`config.mk`:
```
export PLATFORM = sky130hd
export DESIGN_NAME = sdram_init_ctrl
export DESIGN_NICKNAME = d
export VERILOG_FILES = /design/src/rtl/sdram_init_ctrl.sv
export SDC_FILE = /design/constraint.sdc
export NUM_CORES = 1
export LEC_CHECK = 0
export ABC_AREA = 1
export CORE_UTILIZATION = 57
export DETAILED_ROUTE_END_ITERATION = 12
export PLACE_DENSITY = 0.89
export SKIP_CTS_REPAIR_TIMING = 1
export SKIP_LAST_GASP = 1
export SLEW_MARGIN = 30
export SYNTH_ARGS = -nofsm -noshare
export SYNTH_HDL_FRONTEND = slang
export SYNTH_SLANG_ARGS = --single-unit
export TNS_END_PERCENT = 5
```
`constraint.sdc`:
```
create_clock -name clock -period 2.4 [get_ports clock]
set_clock_uncertainty 0.1 [all_clocks]
set_input_delay 0.48 -clock clock [delete_from_list [all_inputs] [get_ports clock]]
set_output_delay 0.48 -clock clock [all_outputs]
set_load 0.03 [all_outputs]
```
`src/rtl/sdram_init_ctrl.sv`:
```
// sdram_init_ctrl: SDRAM power-up initialisation sequencer.
// The sequence is: power-up wait, PRECHARGE ALL, REFRESH_NUM AUTO REFRESH
// commands, LOAD MODE REGISTER, then a sticky init_done with NOPs forever.
// Macro SDRAM_INIT_FAST_SIM_EN shortens the power-up wait to 20 cycles.
// The DQ bus is left entirely to the data path and is not driven here.
`timescale 1ns/1ps

module sdram_init_ctrl #(
    parameter int unsigned T_POWER     = 10000,
    parameter int unsigned T_RP        = 2,
    parameter int unsigned T_RC        = 7,
    parameter int unsigned T_MRD       = 3,
    parameter int unsigned REFRESH_NUM = 8,
    parameter logic [11:0] MODE_VALUE  = 12'h032
) (
    input  logic        clock,
    input  logic        reset,
    output logic        sdram_clk,
    output logic        sdram_cke,
    output logic        sdram_cs_n,
    output logic        sdram_ras_n,
    output logic        sdram_cas_n,
    output logic        sdram_we_n,
    output logic [1:0]  sdram_ba,
    output logic [11:0] sdram_addr,
    output logic [1:0]  sdram_dqm,
    output logic        init_done
);

`ifdef SDRAM_INIT_FAST_SIM_EN
    localparam int unsigned TP_EFF = 20;
`else
    localparam int unsigned TP_EFF = T_POWER;
`endif

    localparam int unsigned MAX_A   = (TP_EFF > T_RC) ? TP_EFF : T_RC;
    localparam int unsigned MAX_B   = (T_RP > T_MRD) ? T_RP : T_MRD;
    localparam int unsigned CNT_MAX = (MAX_A > MAX_B) ? MAX_A : MAX_B;
    localparam int unsigned CNT_W   = (CNT_MAX < 1) ? 1 : $clog2(CNT_MAX + 1);
    localparam int unsigned REF_W   = (REFRESH_NUM < 1) ? 1 : $clog2(REFRESH_NUM + 1);

    // Wait states are entered one cycle after their command, so a spacing
    // of S cycles ends when the counter reaches S-2.
    localparam logic [CNT_W-1:0] POWER_LAST = CNT_W'(TP_EFF);
    localparam logic [CNT_W-1:0] RP_LAST    = CNT_W'((T_RP  >= 2) ? T_RP  - 2 : 0);
    localparam logic [CNT_W-1:0] RC_LAST    = CNT_W'((T_RC  >= 2) ? T_RC  - 2 : 0);
    localparam logic [CNT_W-1:0] MRD_LAST   = CNT_W'((T_MRD >= 2) ? T_MRD - 2 : 0);
    localparam logic [REF_W-1:0] REF_LAST   = REF_W'(REFRESH_NUM);

    // {cs_n, ras_n, cas_n, we_n}
    localparam logic [3:0] CMD_NOP  = 4'b0111;
    localparam logic [3:0] CMD_PRE  = 4'b0010;
    localparam logic [3:0] CMD_REF  = 4'b0001;
    localparam logic [3:0] CMD_LMR  = 4'b0000;

    typedef enum logic [2:0] {
        WAIT_POWER,
        PRECHARGE,
        WAIT_RP,
        REFRESH,
        WAIT_RC,
        LOAD_MODE,
        WAIT_MRD,
        DONE
    } state_t;

    state_t             state_q;
    state_t             state_d;
    logic               advance_d;
    logic [CNT_W-1:0]   cnt_q;
    logic [REF_W-1:0]   ref_cnt_q;
    logic [3:0]         cmd_q;
    logic               cke_q;
    logic [1:0]         ba_q;
    logic [11:0]        addr_q;
    logic [1:0]         dqm_q;
    logic               done_q;

    // Next-state selection; advance_d marks every state entry, including a
    // back-to-back command when a spacing is shorter than two cycles.
    always_comb begin
        state_d   = state_q;
        advance_d = 1'b0;
        unique case (state_q)
            WAIT_POWER: begin
                if (cnt_q == POWER_LAST) begin
                    state_d   = PRECHARGE;
                    advance_d = 1'b1;
                end
            end
            PRECHARGE: begin
                advance_d = 1'b1;
                if (T_RP >= 2)
                    state_d = WAIT_RP;
                else if (REFRESH_NUM == 0)
                    state_d = LOAD_MODE;
                else
                    state_d = REFRESH;
            end
            WAIT_RP: begin
                if (cnt_q == RP_LAST) begin
                    advance_d = 1'b1;
                    state_d   = (REFRESH_NUM == 0) ? LOAD_MODE : REFRESH;
                end
            end
            REFRESH: begin
                advance_d = 1'b1;
                if (T_RC >= 2)
                    state_d = WAIT_RC;
                else if (ref_cnt_q == REF_LAST)
                    state_d = LOAD_MODE;
                else
                    state_d = REFRESH;
            end
            WAIT_RC: begin
                if (cnt_q == RC_LAST) begin
                    advance_d = 1'b1;
                    state_d   = (ref_cnt_q == REF_LAST) ? LOAD_MODE : REFRESH;
                end
            end
            LOAD_MODE: begin
                advance_d = 1'b1;
                state_d   = (T_MRD >= 2) ? WAIT_MRD : DONE;
            end
            WAIT_MRD: begin
                if (cnt_q == MRD_LAST) begin
                    advance_d = 1'b1;
                    state_d   = DONE;
                end
            end
            DONE: begin
                state_d = DONE;
            end
        endcase
    end

    // State, counters and registered pin outputs; a command is issued on the
    // cycle its state is entered, every other cycle is a NOP with zero address.
    always_ff @(posedge clock) begin
        if (reset) begin
            state_q   <= WAIT_POWER;
            cnt_q     <= '0;
            ref_cnt_q <= '0;
            cmd_q     <= CMD_NOP;
            cke_q     <= 1'b0;
            ba_q      <= '0;
            addr_q    <= '0;
            dqm_q     <= '1;
            done_q    <= 1'b0;
        end else begin
            state_q <= state_d;
            cke_q   <= 1'b1;
            cmd_q   <= CMD_NOP;
            ba_q    <= '0;
            addr_q  <= '0;

            if (advance_d)
                cnt_q <= '0;
            else if (state_q != DONE)
                cnt_q <= cnt_q + 1'b1;

            if (advance_d) begin
                unique case (state_d)
                    PRECHARGE: begin
                        cmd_q     <= CMD_PRE;
                        addr_q    <= 12'h400;
                        ref_cnt_q <= '0;
                    end
                    REFRESH: begin
                        cmd_q     <= CMD_REF;
                        ref_cnt_q <= ref_cnt_q + 1'b1;
                    end
                    LOAD_MODE: begin
                        cmd_q     <= CMD_LMR;
                        addr_q    <= MODE_VALUE;
                    end
                    default: begin
                    end
                endcase
            end

            dqm_q  <= (state_d == DONE) ? 2'b00 : 2'b11;
            done_q <= done_q | (state_d == DONE);
        end
    end

    assign sdram_clk   = ~clock;
    assign sdram_cke   = cke_q;
    assign sdram_cs_n  = cmd_q[3];
    assign sdram_ras_n = cmd_q[2];
    assign sdram_cas_n = cmd_q[1];
    assign sdram_we_n  = cmd_q[0];
    assign sdram_ba    = ba_q;
    assign sdram_addr  = addr_q;
    assign sdram_dqm   = dqm_q;
    assign init_done   = done_q;

endmodule

```
# --- Yosys cells after proc, flatten, opt, wreduce, memory -nomap -nowiden ---
# Index checks and enable logic that the tools add are counted.
op_classes:
  reduce_logical: 7
  mul: 0
  muxes: 16
  addsub: 2
  n_bitwise: 3
  n_div: 0
  n_eq_ne: 16
  shifts: 0
  n_lt_le_gt_ge: 0
ops:
  columns: ["op", "n"]
  rows:
  - ["$pmux 3 s8", 1]
  - ["$pmux 11 s2", 1]
  - ["$eq 3x3->1 const B", 6]
  - ["$mux 3", 5]
  - ["$add 14x1->14 const B", 1]
  - ["$eq 14x1->1 const B", 1]
  - ["$eq 14x14->1 const B", 1]
  - ["$eq 14x3->1 const B", 1]
  - ["$logic_not 14->1", 1]
  - ["$eq 3x2->1 const B", 3]
  - ["$pmux 3 s3", 1]
  - ["$pmux 4 s2", 1]
  - ["$eq 3x1->1 const B", 2]
  - ["$mux 1", 5]
  - ["$pmux 1 s5", 1]
  - ["$add 4x1->4 const B", 1]
  - ["$eq 4x4->1 const B", 1]
  - ["$reduce_or 2->1", 2]
  - ["$logic_not 3->1", 1]
  - ["$ne 3x3->1 const B", 1]
  - ["$reduce_or 3->1", 1]
  - ["$mux 2", 1]
  - ["$not 1->1", 2]
  - ["$reduce_and 2->1", 1]
  - ["other kinds (2)", 2]
word_totals:
  mem_count: 0
  mem_bits_rw: 0
  output_inout_bits: 23
  wordCells: 52
  register_bits: 41
  mem_bits_ro: 0
  latch_bits: 0

# --- Longest topological paths before layout ---
# Gate-level depths: netlist (run 1).
logic_depth:
  depth_word: 7
  ltp_mapped: 14
  ltp_nobuf: 14

==> impl_metrics.env, run 1 <==
export IMPL_run_status="finished, final reports clean"
export IMPL_io_buffers=13
export IMPL_gp_congestion=0.9283
export IMPL_start_util=0.5989
export IMPL_fillers=234
export IMPL_multi_input_area_um2=875.8
export IMPL_hpwl_mm=2.086
export IMPL_via_count=1312
export IMPL_fin_area_um2=1788
export IMPL_critical_path_startpoint="clock"
export IMPL_rr_worst_depth=9
export IMPL_crit_required_ns=1.82
export IMPL_nNetsFinal=244
export IMPL_synth_cell_types=30
export IMPL_ys_seq_area_frac=0.3515
export IMPL_grt_ovfl_total=0
export IMPL_h_tree_depth=2
export IMPL_hold_depth=2
export IMPL_antenna_found_initial=0
export IMPL_hold_ws_ns=0.3660
export IMPL_grt_max_degree=15
export IMPL_ir_drop_mv=0.7685
export IMPL_syn_to_final_growth_pct=8.257
export IMPL_hp_class="reg -> reg"
export IMPL_cts_path_max_buffers=2
export IMPL_hold_end="init_done"
export IMPL_numCtsBuffers=5
export IMPL_final_common_cell="nand2_1"
export IMPL_drtAntennaViolNets=0
export IMPL_timing_final_ws_setup_ns=0.05659
export IMPL_final_cell_mix="nand2_1, nor2_1, inv_1, dfxtp_1, nand3_1"
export IMPL_die_area_um2=3117
export IMPL_regArea_um2=580.6
export IMPL_wl_mm=2.782
export IMPL_clk_latency_ns=0.34
export IMPL_power_density_nw_per_um2=498.4
export IMPL_cts_root_buf="clkbuf_4"
export IMPL_cts_clk_slew_worst_paths_ns=0.08
export IMPL_slew_violations=0
export IMPL_syn_inst=222
export IMPL_grt_pass1_wl_mm=4.657
export IMPL_row_count=19
export IMPL_final_hold_viol_count=0
export IMPL_total_power_mw=0.8911
export IMPL_grt_pass1_vias=1148
export IMPL_core_area_um2=2758
export IMPL_die_x_um=55.83
export IMPL_viasPerCell=4.877
export IMPL_syn_area_per_cell_um2=7.440
export IMPL_drtIter0Drc=45
export IMPL_first_pass_iters=4
export IMPL_r2r_slack_ns=0.50
export IMPL_power_leakage_nw=0.7776
export IMPL_cp_start_kind="clock port"
export IMPL_post_drt_wl_per_cell_um=10.34
export IMPL_pre_cts_slack_ns=-0.05569
export IMPL_chipHeight_um=55.83
export IMPL_rsz0062_at_grt="false"
export IMPL_yosys_register_bits=29
export IMPL_grt_total_usage=0.1945
export IMPL_syn_area_um2=1652
export IMPL_hp_start="init_done"
export IMPL_crit_fanout=9
export IMPL_drv_cap=0
export IMPL_antennaDiodeCount=0
export IMPL_yosysWarnings=0
export IMPL_final_core_util=0.6484
export IMPL_rr_endpoint="cnt_q[5]"
export IMPL_drive_above_1_share=0.1261
export IMPL_crit_arrival_ns=1.76
export IMPL_drc=0
export IMPL_placed_cell_area_um2=1742
export IMPL_timing_rr_start="cnt_q[0]"
export IMPL_crit_path_end_kind="output pin"
export IMPL_ios=25
export IMPL_setup_viol_count_final=0
export IMPL_cts_tree="yes"
export IMPL_critical_path_class="clk -> out"
[area by class of cell]
class,instances,share of cell area
Inverter,30,0.06298
Clock inverter,3,0.007698
Sequential cell,29,0.3247
Multi-Input combinational cell,157,0.4899
Tap cell,31,0.02169
Timing Repair Buffer,12,0.06718
Clock buffer,7,0.02589
[synthesized netlist by cell type]
| library cell | n | area, um^2 |
|---|---|---|
| o22ai_4 | 1 | 20.02 |
| o21ai_1 | 2 | 10.01 |
| o21ai_2 | 1 | 8.760 |
| nor3_2 | 1 | 10.01 |
| nand4_2 | 1 | 12.51 |
| ha_1 | 5 | 62.56 |
| nor2_1 | 32 | 120.1 |
| nand3b_1 | 1 | 7.510 |
| nand3_2 | 2 | 20.02 |
| nor2_4 | 2 | 22.52 |
| nor3b_1 | 2 | 15.01 |
| nand4_1 | 4 | 25.02 |
| nor2_2 | 5 | 31.28 |
| inv_2 | 2 | 7.510 |
| a21oi_2 | 1 | 8.760 |
| nor4_1 | 2 | 12.51 |
| nor3_1 | 5 | 25.02 |
| nand3_4 | 1 | 17.52 |
| nand2_4 | 1 | 11.26 |
| nand2_2 | 3 | 18.77 |
| conb_1 | 1 | 3.750 |
| buf_4 | 14 | 105.1 |
| nand4_4 | 1 | 21.27 |
| dfxtp_1 | 29 | 580.6 |
| nand3_1 | 14 | 70.07 |
| inv_1 | 29 | 108.9 |
| nand2_1 | 42 | 157.7 |
| buf_6 | 1 | 11.26 |
| xor2_1 | 11 | 96.34 |
| a21oi_1 | 6 | 30.03 |
[per-stage QoR]
stage	instances	setup TNS [ns]
2_1_floorplan	232	0
3_3_place_gp	261	-0.05569
3_5_place_dp	261	-0.05569
4_1_cts	269	-0.4279
5_1_grt	269	0
6_report	269	0
[where the power goes]
part	total [mW]	switching (mW)	internal [mW]
logic	0.0620	0.0477	0.0143
clock network	0.337	0.212	0.125
registers	0.492	0.00611	0.486
[critical path, cell delays in order]
cell	delay (ns)
clkbuf_4	0.15
clkbuf_4	0.17
inv_1	0.05
clkbuf_2	0.19
[sequential cells by signal, summed over array words and instances (netlist names)]
register / flops
cnt_q: 14
ref_cnt_q: 4
cmd_q: 3
state_q: 3
sdram_addr: 2
init_done: 1
sdram_cke: 1
sdram_dqm: 1
[layer usage]
layer  share of wire  up-vias  track usage
met5               0        -            0
met4           0.029        0       0.1115
met3           0.050        8      0.06744
met2            0.42       32       0.2840
met1            0.50      570       0.2493
li1                -      702            -
[how the worst max path moves through the flow]
stage / end / slack, ns / depth (start not counted)
2_1_floorplan: sdram_clk / 0.44 / 1
3_3_place_gp: sdram_clk / -0.06 / 2
3_5_place_dp: sdram_clk / -0.06 / 2
4_1_cts: sdram_clk / -0.43 / 4
5_1_grt: sdram_clk / 0.02 / 4
6_report: sdram_clk / 0.06 / 4
[kinds of logic (layout without fill, tap and decap cells)]
kind of cell,count (synthesis),in the layout,synth area share
compound gates,11,11,0.04697
simple gates,119,119,0.3621
buf+inv,46,52,0.1409
fa+ha+maj,5,5,0.03788
xor+xnor,11,11,0.05833
other cells,1,11,0.002271
flops,29,29,0.3515
Note: power is estimated with default switching activity, not from simulation.
==> run 2: changes to the inputs <==
--- a/config.mk
+++ b/config.mk
@@ -8,7 +8,7 @@
 export ABC_AREA = 1
 export CORE_UTILIZATION = 57
 export DETAILED_ROUTE_END_ITERATION = 12
-export PLACE_DENSITY = 0.89
+export PLACE_DENSITY = 0.84
 export SKIP_CTS_REPAIR_TIMING = 1
 export SKIP_LAST_GASP = 1
 export SLEW_MARGIN = 30
==> run 2 against run 1 <==
Critical path depth unchanged. Global-route usage up 0.73 points. Clock power up 3%. Die area unchanged. Sequential cell count unchanged. Cell count unchanged. Critical path type unchanged. Combinational power up 0.8%. Largest power group unchanged. Worst hold slack better by 0.023 ns. Register-to-register slack better by 0.02 ns. Clock-buffer cell count down 1. Sequential power about the same. Cell area up 0.14%.
==> impl_metrics.env, run 2 (synthesized netlist as in run 1, its figures left out) <==
export IMPL_h_tree_depth=2
export IMPL_grt_total_usage=0.2018
export IMPL_pre_cts_slack_ns=-0.05569
export IMPL_ir_drop_mv=0.5210
export IMPL_crit_fanout=9
export IMPL_drtIter0Drc=29
export IMPL_r2r_slack_ns=0.52
export IMPL_grt_pass1_wl_mm=4.919
export IMPL_regArea_um2=580.6
export IMPL_first_pass_iters=4
export IMPL_total_power_mw=0.9036
export IMPL_cts_clk_slew_worst_paths_ns=0.10
export IMPL_cts_path_max_buffers=2
export IMPL_multi_input_area_um2=875.8
export IMPL_timing_final_ws_setup_ns=0.04331
export IMPL_numCtsBuffers=5
export IMPL_nNetsFinal=244
export IMPL_core_area_um2=2758
export IMPL_die_area_um2=3117
export IMPL_grt_ovfl_total=0
export IMPL_drv_cap=0
export IMPL_antennaDiodeCount=0
export IMPL_setup_viol_count_final=0
export IMPL_final_cell_mix="nand2_1, nor2_1, inv_1, dfxtp_1, nand3_1"
export IMPL_row_count=19
export IMPL_top_register="cnt_q"
export IMPL_viasPerCell=4.892
export IMPL_final_hold_viol_count=0
export IMPL_critical_path_class="clk -> out"
export IMPL_fin_area_um2=1790
export IMPL_final_common_cell="nand2_1"
export IMPL_cp_start_kind="clock port"
export IMPL_via_count=1316
export IMPL_post_drt_wl_per_cell_um=10.58
export IMPL_crit_path_end_kind="output pin"
export IMPL_wl_mm=2.846
export IMPL_grt_pass1_vias=1170
export IMPL_hp_class="reg -> reg"
export IMPL_run_status="finished, final reports clean"
export IMPL_placed_cell_area_um2=1742
export IMPL_fillers=224
export IMPL_crit_arrival_ns=1.78
export IMPL_drc=0
export IMPL_gp_congestion=0.8721
export IMPL_power_leakage_nw=0.7742
export IMPL_syn_to_final_growth_pct=8.409
export IMPL_crit_required_ns=1.82
export IMPL_rsz0062_at_grt="false"
export IMPL_slew_violations=0
export IMPL_hold_ws_ns=0.3895
export IMPL_cts_root_buf="clkbuf_4"
export IMPL_io_buffers=13
export IMPL_power_density_nw_per_um2=504.7
export IMPL_reg_top3="cnt_q x14, ref_cnt_q x4"
export IMPL_start_util=0.5989
export IMPL_die_x_um=55.83
export IMPL_clk_latency_ns=0.33
export IMPL_largest_reg_flops=14
export IMPL_antenna_found_initial=0
export IMPL_drtAntennaViolNets=0
export IMPL_drive_above_1_share=0.1261
export IMPL_chipHeight_um=55.83
export IMPL_grt_max_degree=15
export IMPL_ios=25
export IMPL_cts_tree="yes"
export IMPL_hpwl_mm=2.198
-- run 2: critical path, stage by stage --
cell,delay (ns)
clkbuf_4,0.14
clkbuf_4,0.18
inv_1,0.06
clkbuf_2,0.19
-- run 2: power breakdown --
part | switching, mW | total [mW] | internal [mW]
registers | 0.00627 | 0.493 | 0.486
logic | 0.0484 | 0.0625 | 0.0141
clock network | 0.226 | 0.348 | 0.122
-- run 2: stage by stage --
| stage | instances | utilization | setup TNS (ns) |
|---|---|---|---|
| after CTS | 269 | 0.6511 | -0.4323 |
| after global routing | 269 | 0.6493 | 0 |
| after detailed placement | 261 | 0.6316 | -0.05569 |
| final | 269 | 0.6493 | 0 |
| after global placement | 261 | 0.6316 | -0.05569 |
| after floorplan | 232 | - | 0 |
-- run 2: final timing paths --
check | startpoint | to | cells past startpoint
worst max-delay path | clock | sdram_clk | 4
worst min-delay path | init_done | init_done | 2
worst max register to register | cnt_q[0] | cnt_q[5] | 9
worst min register to register | init_done | init_done | 2
-- run 2: cell type report --
cell class	instances	area share
Clock buffer	6	0.02376
Tap cell	31	0.02166
Multi-Input combinational cell	157	0.4892
Inverter	30	0.06289
Timing Repair Buffer	12	0.06709
Sequential cell	29	0.3242
Clock inverter	4	0.01118
-- run 2: layer usage --
layer | global-route usage | part of all wire
met2 | 0.3029 | 0.45
met1 | 0.2640 | 0.49
met3 | 0.07209 | 0.045
met5 | 0 | 0
met4 | 0.08362 | 0.013
==> run 3: changes to the inputs <==
--- a/config.mk
+++ b/config.mk
@@ -6,12 +6,11 @@
 export NUM_CORES = 1
 export LEC_CHECK = 0
 export ABC_AREA = 1
-export CORE_UTILIZATION = 57
+export CORE_UTILIZATION = 53
 export DETAILED_ROUTE_END_ITERATION = 12
-export PLACE_DENSITY = 0.84
+export PLACE_DENSITY = 0.79
 export SKIP_CTS_REPAIR_TIMING = 1
 export SKIP_LAST_GASP = 1
-export SLEW_MARGIN = 30
 export SYNTH_ARGS = -nofsm -noshare
 export SYNTH_HDL_FRONTEND = slang
 export SYNTH_SLANG_ARGS = --single-unit
==> constraint.sdc (replaced) <==
create_clock -name clock -period 2.2 [get_ports clock]
set_clock_uncertainty 0.1 [all_clocks]
set_input_delay 0.44 -clock clock [delete_from_list [all_inputs] [get_ports clock]]
set_output_delay 0.44 -clock clock [all_outputs]
set_load 0.03 [all_outputs]
==> run 3 against run 2 <==
The run now ends with DRC, setup timing left. Worst setup slack worse by 0.043 ns. Core utilization is 1.8 points lower. Sequential cell count unchanged. First-iteration DRC count grew 21%. Clock-buffer cell count is the same. Register-to-register slack lost 0.21 ns. Sequential share of layout area decreased by 0.18 points. Sequential power rose by 8.9%. Cell count grew 0.37%. Worst hold slack lost 0.030 ns. Critical endpoint unchanged. Largest cell class unchanged. Largest power group unchanged.
==> impl_metrics.env, run 3 (synthesized netlist as in run 1, its figures left out) <==
export IMPL_final_common_cell="nand2_1"
export IMPL_ir_drop_mv=0.6473
export IMPL_final_hold_viol_count=0
export IMPL_cts_tree="yes"
export IMPL_die_x_um=57.82
export IMPL_drtIter0Drc=35
export IMPL_cts_path_max_buffers=2
export IMPL_crit_required_ns=1.66
export IMPL_pre_cts_slack_ns=-0.1157
export IMPL_gp_congestion=0.8272
export IMPL_final_core_util=0.6311
export IMPL_grt_pass1_vias=1162
export IMPL_start_util=0.5789
export IMPL_crit_fanout=9
export IMPL_drv_cap=0
export IMPL_top_layer="met4"
export IMPL_io_buffers=13
export IMPL_viasPerCell=5.011
export IMPL_top_register="cnt_q"
export IMPL_cts_clk_slew_worst_paths_ns=0.09
export IMPL_met3WireLength_um=195
export IMPL_total_power_mw=0.9979
export IMPL_slew_violations=0
export IMPL_core_area_um2=2853
export IMPL_power_density_nw_per_um2=554.2
export IMPL_wl_mm=2.977
export IMPL_via_count=1353
export IMPL_grt_total_usage=0.2040
export IMPL_post_drt_wl_per_cell_um=11.03
export IMPL_fillers=263
export IMPL_regArea_um2=580.6
export IMPL_die_area_um2=3343
export IMPL_multi_input_area_um2=875.8
export IMPL_hpwl_mm=2.227
export IMPL_critical_path_startpoint="clock"
export IMPL_rsz0062_at_grt="true"
export IMPL_critical_path_class="clk -> out"
export IMPL_antenna_found_initial=0
export IMPL_power_leakage_nw=0.7795
export IMPL_violations="DRC, setup timing"
export IMPL_grt_pass1_wl_mm=5.037
export IMPL_crit_path_end_kind="output pin"
export IMPL_h_tree_depth=2
export IMPL_drive_above_1_share=0.1297
export IMPL_row_count=19
export IMPL_chipHeight_um=57.82
export IMPL_crit_arrival_ns=1.66
export IMPL_reg_top3="cnt_q x14, ref_cnt_q x4"
export IMPL_cts_root_buf="clkbuf_4"
export IMPL_antennaDiodeCount=0
export IMPL_first_pass_iters=11
export IMPL_final_cell_mix="nand2_1, nor2_1, inv_1, dfxtp_1, nand3_1"
export IMPL_ios=25
export IMPL_clk_latency_ns=0.34
export IMPL_setup_viol_count_final=1
export IMPL_run_status="finished with violations"
export IMPL_cp_start_kind="clock port"
export IMPL_syn_to_final_growth_pct=9.015
export IMPL_drtAntennaViolNets=0
export IMPL_largest_reg_flops=14
export IMPL_drc=2
export IMPL_m1WireLength_mm=1.403
export IMPL_hp_class="reg -> reg"
export IMPL_timing_rr_start="cnt_q[0]"
export IMPL_route_met2_wl_mm=1.330
export IMPL_numCtsBuffers=5
export IMPL_grt_ovfl_total=0
export IMPL_hp_start="init_done"
export IMPL_nNetsFinal=245
export IMPL_grt_max_degree=15
export IMPL_timing_final_ws_setup_ns=-0.0001850
[run 3: metrics by stage]
step | hold slack (ns) | area (um^2) | setup TNS [ns] | cells
floorplan | 0.3643 | 1689 | 0 | 232
global placement | 0.3532 | 1749 | -0.1157 | 262
detailed placement | 0.3460 | 1749 | -0.1157 | 262
CTS | 0.3599 | 1803 | -0.5024 | 270
global route | 0.4105 | 1800 | -0.04595 | 270
finish | 0.3594 | 1800 | -0.0001850 | 270
[run 3: report_power, final]
part | switching [mW] | internal (mW)
logic | 0.0529 | 0.0165
registers | 0.00664 | 0.531
clock network | 0.249 | 0.142
total | 0.309 | 0.689
[run 3: worst paths after layout]
kind | to | slack [ns] | cells after the start
setup / recovery | sdram_clk | -0.0002 | 4
hold / removal | init_done | 0.36 | 2
setup reg to reg | cnt_q[11] | 0.31 | 9
hold reg to reg | init_done | 0.36 | 2
[run 3: cell type report]
| cell class | count | share of cell area |
|---|---|---|
| inverters | 30 | 0.06254 |
| multi-input cells | 157 | 0.4864 |
| flip-flops and latches | 29 | 0.3224 |
| clock inverters | 4 | 0.01112 |
| repair buffers | 13 | 0.07088 |
| well taps | 31 | 0.02154 |
| clock buffers | 6 | 0.02502 |
[run 3: routing by layer]
layer  vias to the layer above  global-route usage
li1                        703                   -
met1                       596              0.2553
met2                        48              0.3186
met3                         6             0.06920
met4                         0             0.09184
met5                         -                   0
[run 3: critical path: stages]
cell      delay [ns]
clkbuf_4        0.15
clkbuf_4        0.18
inv_1           0.06
clkbuf_4        0.17
